## src/rtl/key_event_fifo_if.sv

```systemverilog
// Bundles the decoder-side key strobe and the consumer-side event handshake.
// Pure wiring, no latency.
// Backpressure is carried by evt_ready on the consumer side; the decoder side has none.
interface key_event_fifo_if #(
  parameter int DEPTH = 4
);
  logic                       key_valid;
  logic [8:0]                 last_change;
  logic [511:0]               key_down;
  logic                       evt_valid;
  logic                       evt_id;
  logic                       evt_ready;
  logic [$clog2(DEPTH):0]     count;
  logic                       overflow;
  logic [7:0]                 drop_cnt;

  // Decoder and consumer side: drives key inputs and ready, observes events.
  modport master (
    output key_valid, last_change, key_down, evt_ready,
    input  evt_valid, evt_id, count, overflow, drop_cnt
  );

  // Event queue side.
  modport slave (
    input  key_valid, last_change, key_down, evt_ready,
    output evt_valid, evt_id, count, overflow, drop_cnt
  );
endinterface

```

## src/rtl/key_event_fifo.sv

```systemverilog
// Extracts make events for two station keys (typematic repeats filtered) and queues them.
// Latency: one clock from key_valid strobe to visible evt_valid/count.
// Backpressure: events wait in a DEPTH-entry FIFO; a make arriving when full is dropped and counted.
module key_event_fifo #(
  parameter int         DEPTH = 4,
  parameter logic [8:0] KEY_A = 9'h069,
  parameter logic [8:0] KEY_B = 9'h072
) (
  input logic             clk,
  input logic             rst,
  key_event_fifo_if.slave bus
);
  localparam int              AW   = $clog2(DEPTH);
  localparam int              CW   = AW + 1;
  localparam logic [CW-1:0]   FULL = CW'(DEPTH);

  logic [AW-1:0] wr_ptr;
  logic [AW-1:0] rd_ptr;
  logic [CW-1:0] count_q;
  logic          mem [DEPTH];
  logic [1:0]    held;
  logic          overflow_q;
  logic [7:0]    drop_q;

  logic is_a, is_b, hit, id, down;
  logic make, brk, fresh, pop, push, drop;

  // Classify the decoder strobe and resolve push/pop/drop for this cycle.
  always_comb begin
    is_a  = (bus.last_change == KEY_A);
    is_b  = (bus.last_change == KEY_B);
    hit   = is_a | is_b;
    id    = is_b;
    down  = bus.key_down[bus.last_change];
    make  = bus.key_valid & hit & down;
    brk   = bus.key_valid & hit & ~down;
    // Only the first make after a break counts; repeats while held are ignored.
    fresh = make & ~held[id];
    pop   = (count_q != '0) & bus.evt_ready;
    // A full FIFO still takes the event if the head leaves in the same cycle.
    push  = fresh & ((count_q < FULL) | pop);
    drop  = fresh & ~push;
  end

  // Per-key held flags: set by any make (even a dropped one), cleared by a break.
  always_ff @(posedge clk or posedge rst) begin
    if (rst) begin
      held <= 2'b00;
    end else if (make) begin
      held[id] <= 1'b1;
    end else if (brk) begin
      held[id] <= 1'b0;
    end
  end

  // Storage array; contents are meaningless outside [rd_ptr, rd_ptr+count).
  always_ff @(posedge clk) begin
    if (push) begin
      mem[wr_ptr] <= id;
    end
  end

  // Pointer and occupancy bookkeeping; pointers wrap naturally at DEPTH.
  always_ff @(posedge clk or posedge rst) begin
    if (rst) begin
      wr_ptr  <= '0;
      rd_ptr  <= '0;
      count_q <= '0;
    end else begin
      if (push) wr_ptr <= wr_ptr + 1'b1;
      if (pop)  rd_ptr <= rd_ptr + 1'b1;
      case ({push, pop})
        2'b10:   count_q <= count_q + 1'b1;
        2'b01:   count_q <= count_q - 1'b1;
        default: count_q <= count_q;
      endcase
    end
  end

  // Sticky overflow flag and saturating drop counter.
  always_ff @(posedge clk or posedge rst) begin
    if (rst) begin
      overflow_q <= 1'b0;
      drop_q     <= 8'd0;
    end else if (drop) begin
      overflow_q <= 1'b1;
      if (drop_q != 8'hFF) drop_q <= drop_q + 8'd1;
    end
  end

  assign bus.evt_valid = (count_q != '0);
  assign bus.evt_id    = (count_q != '0) ? mem[rd_ptr] : 1'b0;
  assign bus.count     = count_q;
  assign bus.overflow  = overflow_q;
  assign bus.drop_cnt  = drop_q;
endmodule
```

## src/flat_wrapper.sv

```systemverilog
// flat-port wrapper written by rule: the top's interface ports become plain ports
module key_event_fifo_flat 
#(
  parameter int         DEPTH = 4,
  parameter logic [8:0] KEY_A = 9'h069,
  parameter logic [8:0] KEY_B = 9'h072
)
  (clk, rst, bus_key_valid, bus_last_change, bus_key_down, bus_evt_ready, bus_evt_valid, bus_evt_id, bus_count, bus_overflow, bus_drop_cnt);
  key_event_fifo_if #(.DEPTH(DEPTH)) bus_i ();
  input logic clk;
  input logic rst;
  input wire logic [$bits(bus_i.key_valid)-1:0] bus_key_valid;
  input wire logic [$bits(bus_i.last_change)-1:0] bus_last_change;
  input wire logic [$bits(bus_i.key_down)-1:0] bus_key_down;
  input wire logic [$bits(bus_i.evt_ready)-1:0] bus_evt_ready;
  output wire logic [$bits(bus_i.evt_valid)-1:0] bus_evt_valid;
  output wire logic [$bits(bus_i.evt_id)-1:0] bus_evt_id;
  output wire logic [$bits(bus_i.count)-1:0] bus_count;
  output wire logic [$bits(bus_i.overflow)-1:0] bus_overflow;
  output wire logic [$bits(bus_i.drop_cnt)-1:0] bus_drop_cnt;
  assign bus_i.key_valid = bus_key_valid;
  assign bus_i.last_change = bus_last_change;
  assign bus_i.key_down = bus_key_down;
  assign bus_i.evt_ready = bus_evt_ready;
  assign bus_evt_valid = bus_i.evt_valid;
  assign bus_evt_id = bus_i.evt_id;
  assign bus_count = bus_i.count;
  assign bus_overflow = bus_i.overflow;
  assign bus_drop_cnt = bus_i.drop_cnt;
  key_event_fifo #(.DEPTH(DEPTH), .KEY_A(KEY_A), .KEY_B(KEY_B)) u_core (.clk(clk), .rst(rst), .bus(bus_i));
endmodule
```

## config.mk

```make
export PLATFORM = sky130hd
export DESIGN_NAME = key_event_fifo_flat
export DESIGN_NICKNAME = d
export VERILOG_FILES = /design/src/rtl/key_event_fifo_if.sv /design/src/rtl/key_event_fifo.sv /design/src/flat_wrapper.sv
export SDC_FILE = /design/constraint.sdc
export NUM_CORES = 1
export LEC_CHECK = 0
export ABC_AREA = 1
export ABC_CLOCK_PERIOD_IN_PS = 2190
export CAP_MARGIN = 30
export CORE_AREA = 2 2 210 212
export CTS_BUF_LIST = sky130_fd_sc_hd__clkbuf_4 sky130_fd_sc_hd__clkbuf_8
export CTS_CLUSTER_DIAMETER = 30
export DETAILED_ROUTE_END_ITERATION = 8
export DIE_AREA = 0 0 212 214
export MAX_ROUTING_LAYER = met4
export SLEW_MARGIN = 5
export SYNTH_ARGS = -nofsm -noshare
export SYNTH_HDL_FRONTEND = slang
export SYNTH_SLANG_ARGS = --single-unit
```

## constraint.sdc

```tcl
create_clock -name clk -period 2.19 [get_ports clk]
set_input_delay 0.438 -clock clk [delete_from_list [all_inputs] [get_ports clk]]
set_output_delay 0.438 -clock clk [all_outputs]
set_load 0.05 [all_outputs]
```

==> results.toml <==
[outcome]
status = "finished with violations"
violations = "setup timing"

[logic_synthesis]
syn_nets = 1362
yosysTopAreaCellShare = 0.3060
muxShareOfSynthArea = 0.002661
synth_area_leaders = "nand2_1 31%, nand3_1 16%, dfrtp_1 11%, inv_1 8.2%, nor2_1 8.2%"
yosysSeqAreaShare = 0.1348
synthSimpleGateAreaFrac = 0.5979
synth_cell_type_count = 38
yosys_warnings = 0
synth-xor-area-share = 0.01656
netlist_area_mm2 = 0.004232
syn_avg_cell_area_um2 = 5.098
netlist_instances = 830
synthAdderAreaFrac = 0.02247
synth_top_family_by_area = "simple AND/OR/NAND/NOR gates"
synth_compound_area_frac = 0.06564
yosysTopAreaCell = "nand2_1"
ys_seq_elements = 22

[detailed_routing]
met1_length_um = 12010
viasPerCell = 3.660
drt_iter0_markers = 233
dr.pass1.iters = 4
wirelength_um = 27190
avgRoutedWirePerCell_um = 15.46
route.met3.wl_um = 1254
num_vias = 6438
route.met2.wl_um = 13370
drc_errors = 0
postRouteAntennaNets = 0
top_layer = "met4"

[floorplanning]
core_mm2 = 0.04289
ioPinCount = 539
die_area_mm2 = 0.04537
row_count = 76
initial_core_util = 0.09867
die_w_um = 212
dieHeight_um = 214

[cells_and_area]
regArea_um2 = 570.5
multi_input_area_mm2 = 0.003548
nFillCells = 4824
fin_nets = 1707
area_growth_pct = 121.7
final_core_util = 0.2187
antennaDiodeCount = 0
drive_gt1_frac = 0.2249

[timing]
fin_worst_hold_slack_ns = 0.4939
worst_pin_slew_ns = 0.5243
fin_ws_ns = -0.5804
finalHoldViolCount = 0
slew_headroom = 0.6494
tns_ns = -7.383
post-route-period-util = 1.265
finalCriticalPeriod_ns = 2.770
skew_ns = 0.005892
drv_slew = 0
setup_viol = 20
fmax_mhz = 361.0
rsz0062_at_grt = "yes"

[flow_run]
max_cap_viol_count = 0

[clocking]
clk_pin_slew_worst_paths_ns = 0.09
cts_root_buffer = "clkbuf_8"
ctsHoldBuffers = 0
numCtsBuffers = 3
cts_max_level = 1
insertion_delay_ns = 0.26
clockBufferDepth = 2
cts_tree = "built"
cts_sinks = 22

[place]
gp_congestion = 0.8524
hpwl_um = 21740
post-place-ws_ns = -1.359
io_buffer_count = 282

[setup_path]
worst_setup_path_end_kind = "register"
path_cells = "clkdlybuf4s50_1 > inv_1 > nand2_1 > nand3_2 > nand2_2 > nand2_1 > nand2_1 > nor2_1 > nor2_1 > nor2_1 > nand2_2 > nand2_2 > nand3_2 > nor2_4 > nor2_4 > nand3_4 > ha_4 > inv_2 > fa_2 > a21oi_2 > o21ai_2 > xor2_1"
slowest_delay_ns = 0.40
critical-path-top-delay-family = "simple AND/OR/NAND/NOR gates"
path_max_fanout = 2
critical_path_buf_inv_count = 3
worstSetupPathType = "in -> reg"
critPathRequiredTime_ns = 2.35
critical_path_arrival_ns = 2.93
cpMaxStageDelayCell = "clkdlybuf4s50_1"
start_kind = "input pin"

[hold_path]
hold_path_class = "in -> async"

[pwr]
leakagePower_nw = 4.412
p_per_area_mw_per_mm2 = 314.1
ir_drop_mv = 0.4397

[global_route]
grt_pass1_vias = 6576
grt_pass1_wl_um = 39390
grt_max_degree = 32
grt.overflow.total = 0
antenna_found_initial = 1
grt_util_all_layers = 0.1197
## stage by stage
stage | area (um^2) | total power [mW] | cells
3_5_place_dp | 8159 | 2.403 | 1723
6_report | 9380 | 2.946 | 1759
4_1_cts | 9130 | 2.913 | 1757
2_1_floorplan | 4263 | 1.376 | 830
5_1_grt | 9380 | 3.178 | 1759
3_3_place_gp | 8159 | 2.390 | 1723
## cells in the mapped netlist
cell / n
nand3_4: 1
nand3b_1: 1
nor4_1: 1
buf_2: 26
nand2_2: 1
or2_1: 1
o211ai_2: 1
nor3_1: 1
nand3_2: 1
inv_4: 1
buf_4: 7
nand4_4: 1
edfxtp_1: 4
xor2_1: 5
nand2_1: 345
o21a_1: 1
o21ai_2: 2
nor2_2: 4
inv_1: 93
nand4_1: 7
o211ai_1: 2
ha_1: 6
nand3_1: 139
buf_6: 11
o21ai_0: 24
dfrtp_1: 18
o21ai_1: 10
and3_1: 1
mux2_2: 1
inv_2: 1
nor2_4: 2
nor2_1: 92
clkbuf_1: 2
xnor2_1: 3
buf_1: 1
a21oi_1: 11
fa_1: 1
nor3_4: 1
## logic make-up after synthesis
| logic type | after synthesis |
|---|---|
| and+or+nand+nor | 599 |
| AOI/OAI and AO/OA | 51 |
| xor gates and xnor gates | 8 |
| buffers and inverters | 142 |
| DFF | 22 |
| adders and majority gates | 7 |
| muxes | 1 |
## final cells by class
type | count | share of cell area
Tap cell | 585 | 0.07803
Inverter | 95 | 0.04068
Clock buffer | 4 | 0.005869
Timing Repair Buffer | 385 | 0.4354
Multi-Input combinational cell | 667 | 0.3783
Timing Repair inverter | 1 | 0.0009337
Sequential cell | 22 | 0.06082
## registers in the layout, indices dropped and copies added (netlist names), named ones only
register,count
u_core.rd_ptr,2
u_core.bus.count,3
u_core.wr_ptr,2
u_core.bus.overflow,1
u_core.mem,4
u_core.bus.drop_cnt,8
## worst reg2reg max path: stages, from the launching register on
cell     delay [ns]
dfrtp_1        0.39
nor3_1         0.30
inv_2          0.07
nand2_1        0.11
inv_1          0.06
nor2_1         0.17
inv_1          0.12
nand3_4        0.11
ha_4           0.13
inv_2          0.04
fa_2           0.37
a21oi_2        0.14
o21ai_2        0.07
xor2_1         0.15
## what timing repair did
| action | in CTS | in global routing |
|---|---|---|
| setup buffers | 21 | 2 |
| endpoints found under the setup margin | 20 | 20 |
| gates cloned | 9 | 1 |
| gates resized for setup | 183 | 73 |
| pin swaps | 75 | 66 |
## path summary, 6_finish.rpt
| kind | to | slack [ns] | depth (start not counted) | startpoint |
|---|---|---|---|---|
| setup / recovery | u_core.bus.count[2] | -0.58 | 22 | bus_key_down[43] |
| hold / removal | u_core.bus.count[2] | 0.49 | 3 | rst |
| setup reg to reg | u_core.bus.count[2] | -0.13 | 13 | u_core.bus.count[2] |
| hold reg to reg | u_core.bus.overflow | 0.50 | 1 | u_core.bus.overflow |
| max in group asynchronous | asynchronous set/reset pin | 1.48 | 3 | rst |
| min in group clk | u_core.bus.overflow | 0.50 | 1 | u_core.bus.overflow |
## metal layers
| layer | vias to the layer above | track usage |
|---|---|---|
| li1 | 3282 | - |
| met1 | 2908 | 0.1466 |
| met2 | 224 | 0.2107 |
| met3 | 24 | 0.01290 |
| met4 | 0 | 0.02441 |
| met5 | - | - |
## layout by cell type, fill, tap and decap left out, drive strengths merged, types with 5 or more instances in the layout
master | Yosys | layout
dlygate4sd2 | 0 | 20
inv | 95 | 95
dfrtp | 18 | 18
nand3 | 141 | 141
ha | 6 | 6
xor2 | 5 | 5
buf | 45 | 113
clkdlybuf4s50 | 0 | 231
nand2 | 346 | 346
o21ai | 36 | 36
nor2 | 98 | 99
dlymetal6s2s | 0 | 19
a21oi | 11 | 11
nand4 | 8 | 8
## where the power goes
part | switching, mW | internal (mW) | total [mW]
Sequential | 0.0356 | 0.469 | 0.504
Clock | 0.141 | 0.160 | 0.301
Combinational | 1.07 | 1.07 | 2.14
Total | 1.24 | 1.70 | 2.95
No activity file was read; power rests on OpenSTA's default activity.
